$ cat src/rtl/vga_pkg.sv
// Shared types and defaults for the character-buffer write controller.
// Holds the controller FSM encoding and buffer geometry.
package vga_pkg;

  typedef enum logic [2:0] {
    IDLE,
    CLEAR,
    GRANT,
    WRITE,
    PAUSE
  } state_t;

  localparam int         CHAR_DEPTH_DEF = 256;
  localparam logic [7:0] BLANK_CODE_DEF = 8'h20;
  localparam logic [4:0] MAX_LEN        = 5'd16;

  // Strings never span more than one grid row.
  function automatic logic [4:0] sat_len(input logic [4:0] l);
    return (l > MAX_LEN) ? MAX_LEN : l;
  endfunction

endpackage

$ cat src/rtl/rr_arb2.sv
// Two-way round-robin arbiter.
// ptr names the requester that wins a tie.
module rr_arb2 (
  input  logic [1:0] req,
  input  logic       ptr,
  output logic [1:0] gnt
);

  // Favoured requester first, the other one otherwise.
  always_comb begin
    gnt = 2'b00;
    if (req[ptr])
      gnt = ptr ? 2'b10 : 2'b01;
    else if (req[!ptr])
      gnt = ptr ? 2'b01 : 2'b10;
  end

endmodule

$ cat src/rtl/char_buf_ctrl.sv
// Character-buffer write controller: blanking-window clear and
// round-robin string writes from two requesters.
module char_buf_ctrl
  import vga_pkg::*;
#(
  parameter int         CHAR_DEPTH = CHAR_DEPTH_DEF,
  parameter logic [7:0] BLANK_CODE = BLANK_CODE_DEF
) (
  input  logic            clk,
  input  logic            rst,
  input  logic            vblnk,
  input  logic            clr_req,
  input  logic [1:0]      req,
  input  logic [1:0][7:0] req_addr,
  input  logic [1:0][4:0] req_len,
  input  logic [1:0][7:0] req_data,
  output logic [1:0]      gnt,
  output logic [1:0]      pop,
  output logic [2:0]      done,
  output logic            wr_en,
  output logic [7:0]      wr_addr,
  output logic [7:0]      wr_data
);

  localparam int CW = $clog2(CHAR_DEPTH) + 1;
  localparam int IW = (CW > 5) ? CW : 5;
  localparam logic [IW-1:0] DEPTH_END = IW'(CHAR_DEPTH);

  state_t        state;
  logic          clr_mode;
  logic          owner;
  logic          ptr;
  logic [7:0]    base;
  logic [4:0]    len;
  logic [IW-1:0] idx;

  logic [1:0] arb_gnt;
  logic       own_req;
  logic [7:0] own_data;
  logic [7:0] xfer_addr;
  logic       last;

  rr_arb2 u_arb (
    .req (req),
    .ptr (ptr),
    .gnt (arb_gnt)
  );

  // Current transfer view: owner's inputs and end-of-operation flag.
  always_comb begin
    own_req   = req[owner];
    own_data  = req_data[owner];
    xfer_addr = base + 8'(idx);
    last      = clr_mode ? (idx == DEPTH_END)
                         : (idx == IW'(len));
  end

  // Controller FSM; every output is a register.
  always_ff @(posedge clk or negedge rst) begin
    if (!rst) begin
      state    <= IDLE;
      clr_mode <= 1'b0;
      owner    <= 1'b0;
      ptr      <= 1'b0;
      base     <= '0;
      len      <= '0;
      idx      <= '0;
      gnt      <= '0;
      pop      <= '0;
      done     <= '0;
      wr_en    <= 1'b0;
      wr_addr  <= '0;
      wr_data  <= '0;
    end else begin
      pop   <= '0;
      done  <= '0;
      wr_en <= 1'b0;
      unique case (state)
        IDLE: begin
          idx <= '0;
          if (clr_req) begin
            state    <= CLEAR;
            clr_mode <= 1'b1;
          end else if (|req) begin
            state    <= GRANT;
            clr_mode <= 1'b0;
            gnt      <= arb_gnt;
            owner    <= arb_gnt[1];
            ptr      <= ~arb_gnt[1];
            base     <= req_addr[arb_gnt[1]];
            len      <= sat_len(req_len[arb_gnt[1]]);
          end
        end
        GRANT: begin
          if (!own_req) begin
            state <= IDLE;
            gnt   <= '0;
          end else if (len == 5'd0) begin
            state <= IDLE;
            gnt   <= '0;
            done  <= owner ? 3'b010 : 3'b001;
          end else begin
            state <= WRITE;
          end
        end
        CLEAR, WRITE, PAUSE: begin
          if (!clr_mode && !own_req) begin
            state <= IDLE;
            gnt   <= '0;
          end else if (last) begin
            state <= IDLE;
            gnt   <= '0;
            done  <= clr_mode ? 3'b100 :
                     owner    ? 3'b010 : 3'b001;
          end else if (vblnk) begin
            state <= clr_mode ? CLEAR : WRITE;
            idx   <= idx + 1'b1;
            wr_en <= 1'b1;
            if (clr_mode) begin
              wr_addr <= 8'(idx);
              wr_data <= BLANK_CODE;
            end else begin
              wr_addr <= xfer_addr;
              wr_data <= own_data;
              pop     <= owner ? 2'b10 : 2'b01;
            end
          end else begin
            state <= PAUSE;
          end
        end
        default: begin
          state <= IDLE;
          gnt   <= '0;
        end
      endcase
    end
  end

endmodule
$ cat config.mk
export PLATFORM = sky130hd
export DESIGN_NAME = char_buf_ctrl
export DESIGN_NICKNAME = d
export VERILOG_FILES = /design/src/rtl/vga_pkg.sv /design/src/rtl/rr_arb2.sv /design/src/rtl/char_buf_ctrl.sv
export SDC_FILE = /design/constraint.sdc
export NUM_CORES = 1
export LEC_CHECK = 0
export CAP_MARGIN = 25
export CORE_MARGIN = 3
export CORE_UTILIZATION = 35
export CTS_BUF_LIST = sky130_fd_sc_hd__clkbuf_8
export CTS_CLUSTER_DIAMETER = 40
export CTS_CLUSTER_SIZE = 28
export DETAILED_ROUTE_END_ITERATION = 7
export SLEW_MARGIN = 10
export SYNTH_ARGS = -nofsm -noshare
export SYNTH_HDL_FRONTEND = slang
export SYNTH_HIERARCHICAL = 1
export SYNTH_SLANG_ARGS = --single-unit
export TNS_END_PERCENT = 10
$ cat constraint.sdc
create_clock -name clk -period 2.65 [get_ports clk]
set_input_delay 0.53 -clock clk [delete_from_list [all_inputs] [get_ports clk]]
set_output_delay 0.53 -clock clk [all_outputs]
set_load 0.01 [all_outputs]
==> results of run 1 <==
[cell usage in the layout (no fill, tap or decap), drive strengths merged, types with 2 or more instances in the layout]
cell	n
dfrtp	52
nand2	43
nor3	7
or3	10
nor2b	5
buf	16
o2111ai	2
xnor2	4
and3	4
nor2	14
clkdlybuf4s50	70
o31ai	14
a22o	3
a21boi	3
o21ai	31
nor3b	2
a21oi	14
a31oi	3
clkbuf	5
xor2	4
ha	8
inv	9
nand3	8
mux2i	22
mux2	2
nand2b	2
[cells by family after synthesis]
kind of cell             Yosys count
buffers and inverters             26
AO/OA/AOI/OAI                     82
flip-flops                        52
AND/OR/NAND/NOR                  104
XOR/XNOR                           8
multiplexers                      24
adder cells (fa/ha/maj)            9
[how the worst min path moves through the flow]
stage                                start  cells past startpoint                     end  slack, ns
floorplan                              rst                      0     base[0]$_DFFE_PN0P_       0.23
global placement    wr_data[3]$_DFFE_PN0P_                      2  wr_data[3]$_DFFE_PN0P_       0.46
detailed placement  wr_data[2]$_DFFE_PN0P_                      2  wr_data[2]$_DFFE_PN0P_       0.47
CTS                                    rst                      1  wr_data[7]$_DFFE_PN0P_       0.24
global route                           rst                      1  wr_addr[1]$_DFFE_PN0P_       0.27
finish                                 rst                      1  wr_addr[2]$_DFFE_PN0P_       0.23
[synth_stat cells, types with 4 or more instances]
master / number / area share, %
a21oi_1: 14 / 2.4
and3_1: 4 / 0.85
buf_2: 6 / 1.0
clkbuf_1: 7 / 0.89
dfrtp_1: 52 / 44
ha_1: 8 / 3.4
inv_1: 6 / 0.77
mux2i_1: 22 / 7.5
nand2_1: 43 / 5.5
nand3_1: 8 / 1.4
nor2_1: 14 / 1.8
nor2b_1: 5 / 1.1
nor3_1: 6 / 1.0
o21ai_0: 22 / 3.7
o21ai_1: 9 / 1.5
o31ai_1: 13 / 3.3
or3_1: 10 / 2.1
xnor2_1: 4 / 1.2
xor2_1: 4 / 1.2
[worst max-delay path: cells and delay by family (launching register included)]
family          cells  cell delay [ns]
compound gates      3             0.88
fa+ha+maj           1             0.37
simple gates        2             0.50
flops               1             0.45
xor+xnor            1             0.11
[per-layer routing]
layer  wire length [um]  GRT usage, %
met5                  0             0
met4                 27          2.56
met2               2900          21.8
met1               3350          21.0
met3                437          3.23
[flip-flops by register name, indices dropped and copies added (netlist names), 2 cells and up]
| name | cells |
|---|---|
| len | 5 |
| idx | 9 |
| base | 8 |
| gnt | 2 |
| pop | 2 |
| state | 3 |
| wr_addr | 8 |
| done | 3 |
| wr_data | 8 |
[cell type report]
type / count / share of cell area [%]
multi-input cells: 227 / 38.9
inverters: 8 / 0.771
flip-flops and latches: 52 / 33.4
well taps: 102 / 3.28
repair buffers: 86 / 21.7
clock inverters: 2 / 0.225
clock buffers: 5 / 1.77
[power groups by stage]
stage	clock (mW)	combinational, mW	sequential, mW
floorplan	0	1.19	1.35
global placement	0	1.89	1.32
detailed placement	0	1.92	1.32
CTS	0.443	1.93	1.31
global route	0.466	2.14	1.35
finish	0.422	1.91	1.30
[metrics by stage]
stage          hold slack, ns  cell area [um^2]  setup slack, ns  power (mW)
6_report                0.226              3890            0.262        3.63
5_1_grt                 0.273              3890           0.0489        3.96
4_1_cts                 0.237              3890            0.253        3.68
3_5_place_dp            0.467              3810            0.155        3.25
3_3_place_gp            0.459              3810            0.198        3.20
2_1_floorplan           0.234              2940            0.479        2.53
==> impl_metrics.py, run 1 <==
metrics = {
    "critical_path": {
        "worstPathRequired_ns": 2.88,
        "critPathLaunch": "idx[4]$_DFFE_PN0P_",
        "critPathCaptureType": "register",
        "slowest_stage": "a2111o_1",
        "critical_path_class": "register to register",
        "worstPathCellList": "ha_1, and3_1, a2111o_1, o31ai_1, xor2_1, or3_1, a31oi_1",
        "slowest_delay_ns": 0.46,
        "crit_arrival_ns": 2.62,
        "start_kind": "register",
        "r2r_end": "wr_addr[7]$_DFFE_PN0P_",
        "r2r-start": "idx[4]$_DFFE_PN0P_",
        "crit_fanout": 6,
        "reg2reg_depth": 7,
        "r2r_slack_ns": 0.26,
        "setup.worst_path.end": "wr_addr[7]$_DFFE_PN0P_",
    },
    "placed_design": {
        "gp_congestion": 0.859,
        "dpl.hpwl_um": 5110,
        "dp.cells": 475,
        "portBuffers": 71,
    },
    "cts": {
        "cts_hold_buf": 0,
        "cts_tree": "done",
        "clk_path_buf_depth": 2,
        "htreeDepth": 2,
        "cts_setup_buffers": 0,
        "clk_pin_slew_ns": 0.09,
        "numCtsBuffers": 5,
        "worstSkewPairLatency_ns": 0.30,
        "cts_resized": 0,
        "cts_root_buf": "clkbuf_8",
        "numClockSinks": 52,
    },
    "power": {
        "clockPowerShare_pct": 11.6,
        "intPower_mw": 2.16,
        "power.switching_mw": 1.47,
        "p_seq_share_pct": 35.8,
        "ir_drop_mv": 0.328,
        "switching_share_pct": 40.5,
        "power_per_cell_area_nw_per_um2": 933,
        "power_leakage_nw": 1.69,
        "p_comb_share_pct": 52.5,
    },
    "synthesis": {
        "ys_warn_count": 6,
        "synthSimpleGateAreaFrac_pct": 17.6,
        "synth-async-reset-ratio_pct": 100,
        "syn_nets": 362,
        "muxShareOfSynthArea_pct": 8.26,
        "netlist_instances": 305,
        "synth_edf_count": 0,
        "ys_ff_latch": 52,
        "synth_compound_area_share_pct": 19.0,
        "synthAdderAreaFrac_pct": 4.09,
        "syn_avg_cell_area_um2": 9.63,
        "ys.flop_type": "dfrtp_1",
        "synth_cell_types": 58,
        "synth_top_family_by_area": "compound AO/OA/AOI/OAI gates",
        "synth_xor_area_share_pct": 2.39,
        "netlist_area_um2": 2940,
        "synth_seq_area_share_pct": 44.3,
    },
    "finish": {
        "syn_to_final_growth_pct": 32.5,
        "instances_no_fill": 482,
        "register_area_um2": 1300,
        "multiInputGateArea_um2": 1510,
        "n_antenna_cell": 0,
        "final_util_pct": 49.1,
        "nFillCells": 776,
        "finalNetCount": 437,
        "drive_gt1_share_pct": 8.95,
    },
    "grt": {
        "track_usage_pct": 14.3,
        "grt-ovfl-total": 0,
        "grt_max_degree": 34,
        "antenna_found_initial": 0,
        "grt_pass1_vias": 2247,
        "grt_pass1_wl_um": 11200,
    },
    "floorplan": {
        "core_um2": 7930,
        "dieArea_um2": 9530,
        "dieHeight_um": 97.6,
        "core.rowCount": 32,
        "pin_count": 72,
        "start_util_pct": 37.1,
        "die_x_um": 97.6,
    },
    "drt": {
        "vias": 2458,
        "first_pass_iters": 5,
        "drc": 0,
        "antenna_left": 0,
        "totalWireLength_um": 6710,
        "wl_per_cell_um": 13.9,
        "viasPerCell": 5.10,
        "initialDrtViolationCount": 127,
    },
    "status": {
        "status": "complete, no violations",
    },
    "timing": {
        "max_freq_mhz": 419,
        "tns_ns": 0,
        "setup_viol": 0,
        "worst_pin_slew_ns": 0.876,
        "skew_ns": 0.00748,
        "period_minus_slack_ns": 2.39,
        "rsz0062_at_grt": "no",
        "slew_headroom_pct": 41.3,
        "period_share_pct": 90.1,
        "final-hold-violation-count": 0,
        "finalMaxSlewViolations": 0,
    },
    "min_path": {
        "hold_path.class": "input pin to async pin",
    },
    "run": {
        "cap_violations": 0,
    },
}
Note: power is estimated with default switching activity, not from simulation.
==> inputs of run 2 (changes only) <==
- CORE_UTILIZATION: 35 -> 45
- PLACE_DENSITY: not set -> 0.74
==> run 2 against run 1 <==
Core utilization up 14 points. Total power up 0.79%. Flip-flop and latch count unchanged. Critical path depth unchanged. Worst hold slack worse by 0.070 ns. Largest power group unchanged.
==> impl_metrics.py, run 2 (synthesis results as in run 1) <==
metrics = {
    "critical_path": {
        "start_kind": "register",
        "crit_fanout": 11,
        "critPathCaptureType": "register",
        "critical_path_class": "register to register",
        "worstPathRequired_ns": 2.88,
        "crit_arrival_ns": 2.62,
    },
    "cts": {
        "numClockSinks": 52,
        "clk_pin_slew_ns": 0.09,
        "cts_tree": "done",
        "htreeDepth": 2,
        "cts_hold_buf": 0,
        "cts_root_buf": "clkbuf_8",
        "worstSkewPairLatency_ns": 0.30,
        "clk_path_buf_depth": 2,
        "numCtsBuffers": 5,
        "cts_resized": 0,
        "cts_setup_buffers": 0,
    },
    "timing": {
        "period_minus_slack_ns": 2.39,
        "max_freq_mhz": 419,
        "finalMaxSlewViolations": 0,
        "rsz0062_at_grt": "no",
        "skew_ns": 0.00477,
        "fin_ws_ns": 0.261,
        "final-hold-violation-count": 0,
        "period_share_pct": 90.1,
        "slew_headroom_pct": 40.3,
        "setup_viol": 0,
        "worst_pin_slew_ns": 0.891,
        "tns_ns": 0,
    },
    "power": {
        "power_leakage_nw": 1.69,
        "power_per_cell_area_nw_per_um2": 948,
        "intPower_mw": 2.20,
        "ir_drop_mv": 0.482,
        "clockPowerShare_pct": 12.9,
        "p_seq_share_pct": 36.0,
        "switching_share_pct": 39.9,
        "p_comb_share_pct": 51.1,
        "power.switching_mw": 1.46,
    },
    "finish": {
        "largest_reg_flops": 9,
        "instances_no_fill": 456,
        "finalNetCount": 438,
        "drive_gt1_share_pct": 9.45,
        "final_common_cell": "clkdlybuf4s50_1",
        "final_cell_mix": "clkdlybuf4s50_1, dfrtp_1, nand2_1",
        "final_util_pct": 63.0,
        "fin_area_um2": 3860,
        "top_register": "idx",
        "n_antenna_cell": 0,
        "syn_to_final_growth_pct": 31.4,
    },
    "floorplan": {
        "core_um2": 6130,
        "dieHeight_um": 86.8,
        "dieArea_um2": 7530,
        "die_x_um": 86.8,
        "start_util_pct": 47.9,
        "core.rowCount": 28,
        "pin_count": 72,
    },
    "placed_design": {
        "portBuffers": 71,
        "gp_congestion": 0.905,
        "dpl.hpwl_um": 5080,
        "place_ws_ns": 0.156,
        "place_area_um2": 3760,
        "dp.cells": 449,
    },
    "grt": {
        "antenna_found_initial": 0,
        "grt_max_degree": 32,
        "grt_pass1_wl_um": 10800,
        "grt-ovfl-total": 0,
        "grt_pass1_vias": 2241,
        "track_usage_pct": 17.8,
    },
    "drt": {
        "totalWireLength_um": 6500,
        "drc": 0,
        "initialDrtViolationCount": 199,
        "vias": 2480,
        "first_pass_iters": 4,
        "wl_per_cell_um": 14.3,
        "viasPerCell": 5.44,
        "antenna_left": 0,
    },
    "run": {
        "cap_violations": 0,
    },
    "status": {
        "status": "complete, no violations",
    },
    "min_path": {
        "hold_path.class": "input pin to async pin",
    },
}
[run 2: cell types whose count changed in the layout (fill, tap and decap cells not counted), sizes merged]
cell	delta
buf	+1
clkbuf	+2
clkinv	-1
inv	-1
[run 2: worst paths after layout]
check                                       startpoint  slack [ns]                      to  depth (start not counted)
worst max register to register      idx[2]$_DFFE_PN0P_        0.26  wr_addr[7]$_DFFE_PN0P_                          7
worst min-delay path                               rst        0.16  wr_addr[5]$_DFFE_PN0P_                          1
worst max-delay path                idx[2]$_DFFE_PN0P_        0.26  wr_addr[7]$_DFFE_PN0P_                          7
min in group clk                wr_addr[0]$_DFFE_PN0P_        0.48  wr_addr[0]$_DFFE_PN0P_                          2
max in group asynchronous                          rst        1.90         ptr$_DFFE_PN0P_                          2
worst min register to register  wr_addr[0]$_DFFE_PN0P_        0.48  wr_addr[0]$_DFFE_PN0P_                          2
[run 2: per-stage QoR]
step | hold slack, ns | total power, mW
floorplan | 0.234 | 2.53
global placement | 0.459 | 3.16
detailed placement | 0.466 | 3.22
CTS | 0.165 | 3.70
global route | 0.189 | 3.97
finish | 0.156 | 3.66
[run 2: layer usage]
metal,up-vias,GRT usage (%),part of all wire [%]
met5,-,0,0
met4,0,4.53,0.89
met3,6,3.80,6.4
met2,86,27.7,45
met1,1140,25.2,47
li1,1248,-,-
[run 2: final cells by class]
cell class                 count  area [um^2]
clock buffer                   7         96.3
fill                         559         2270
inverter                       8         30.0
tap                           75         93.8
sequential                    52         1300
multi-input combinational    227         1510
timing repair buffer          87          826
[run 2: power groups by stage]
| stage | clock (mW) | sequential, mW | combinational [mW] |
|---|---|---|---|
| after global routing | 0.525 | 1.36 | 2.08 |
| after global placement | 0 | 1.31 | 1.85 |
| after floorplan | 0 | 1.35 | 1.19 |
| after detailed placement | 0 | 1.33 | 1.88 |
| final | 0.474 | 1.32 | 1.87 |
| after CTS | 0.493 | 1.32 | 1.89 |
[run 2: worst max-delay path, cell delays in order (launching register included)]
cell and delay [ns]:
dfrtp_1 0.55, ha_1 0.33, and3_1 0.16, a2111o_1 0.45
o31ai_1 0.25, xor2_1 0.11, or3_1 0.31, a31oi_1 0.16
==> inputs of run 3 (changes only) <==
- CTS_BUF_LIST: sky130_fd_sc_hd__clkbuf_8 -> not set
==> results of run 3 <==
No change in the layout: final DEF, timing and power equal those of run 2.
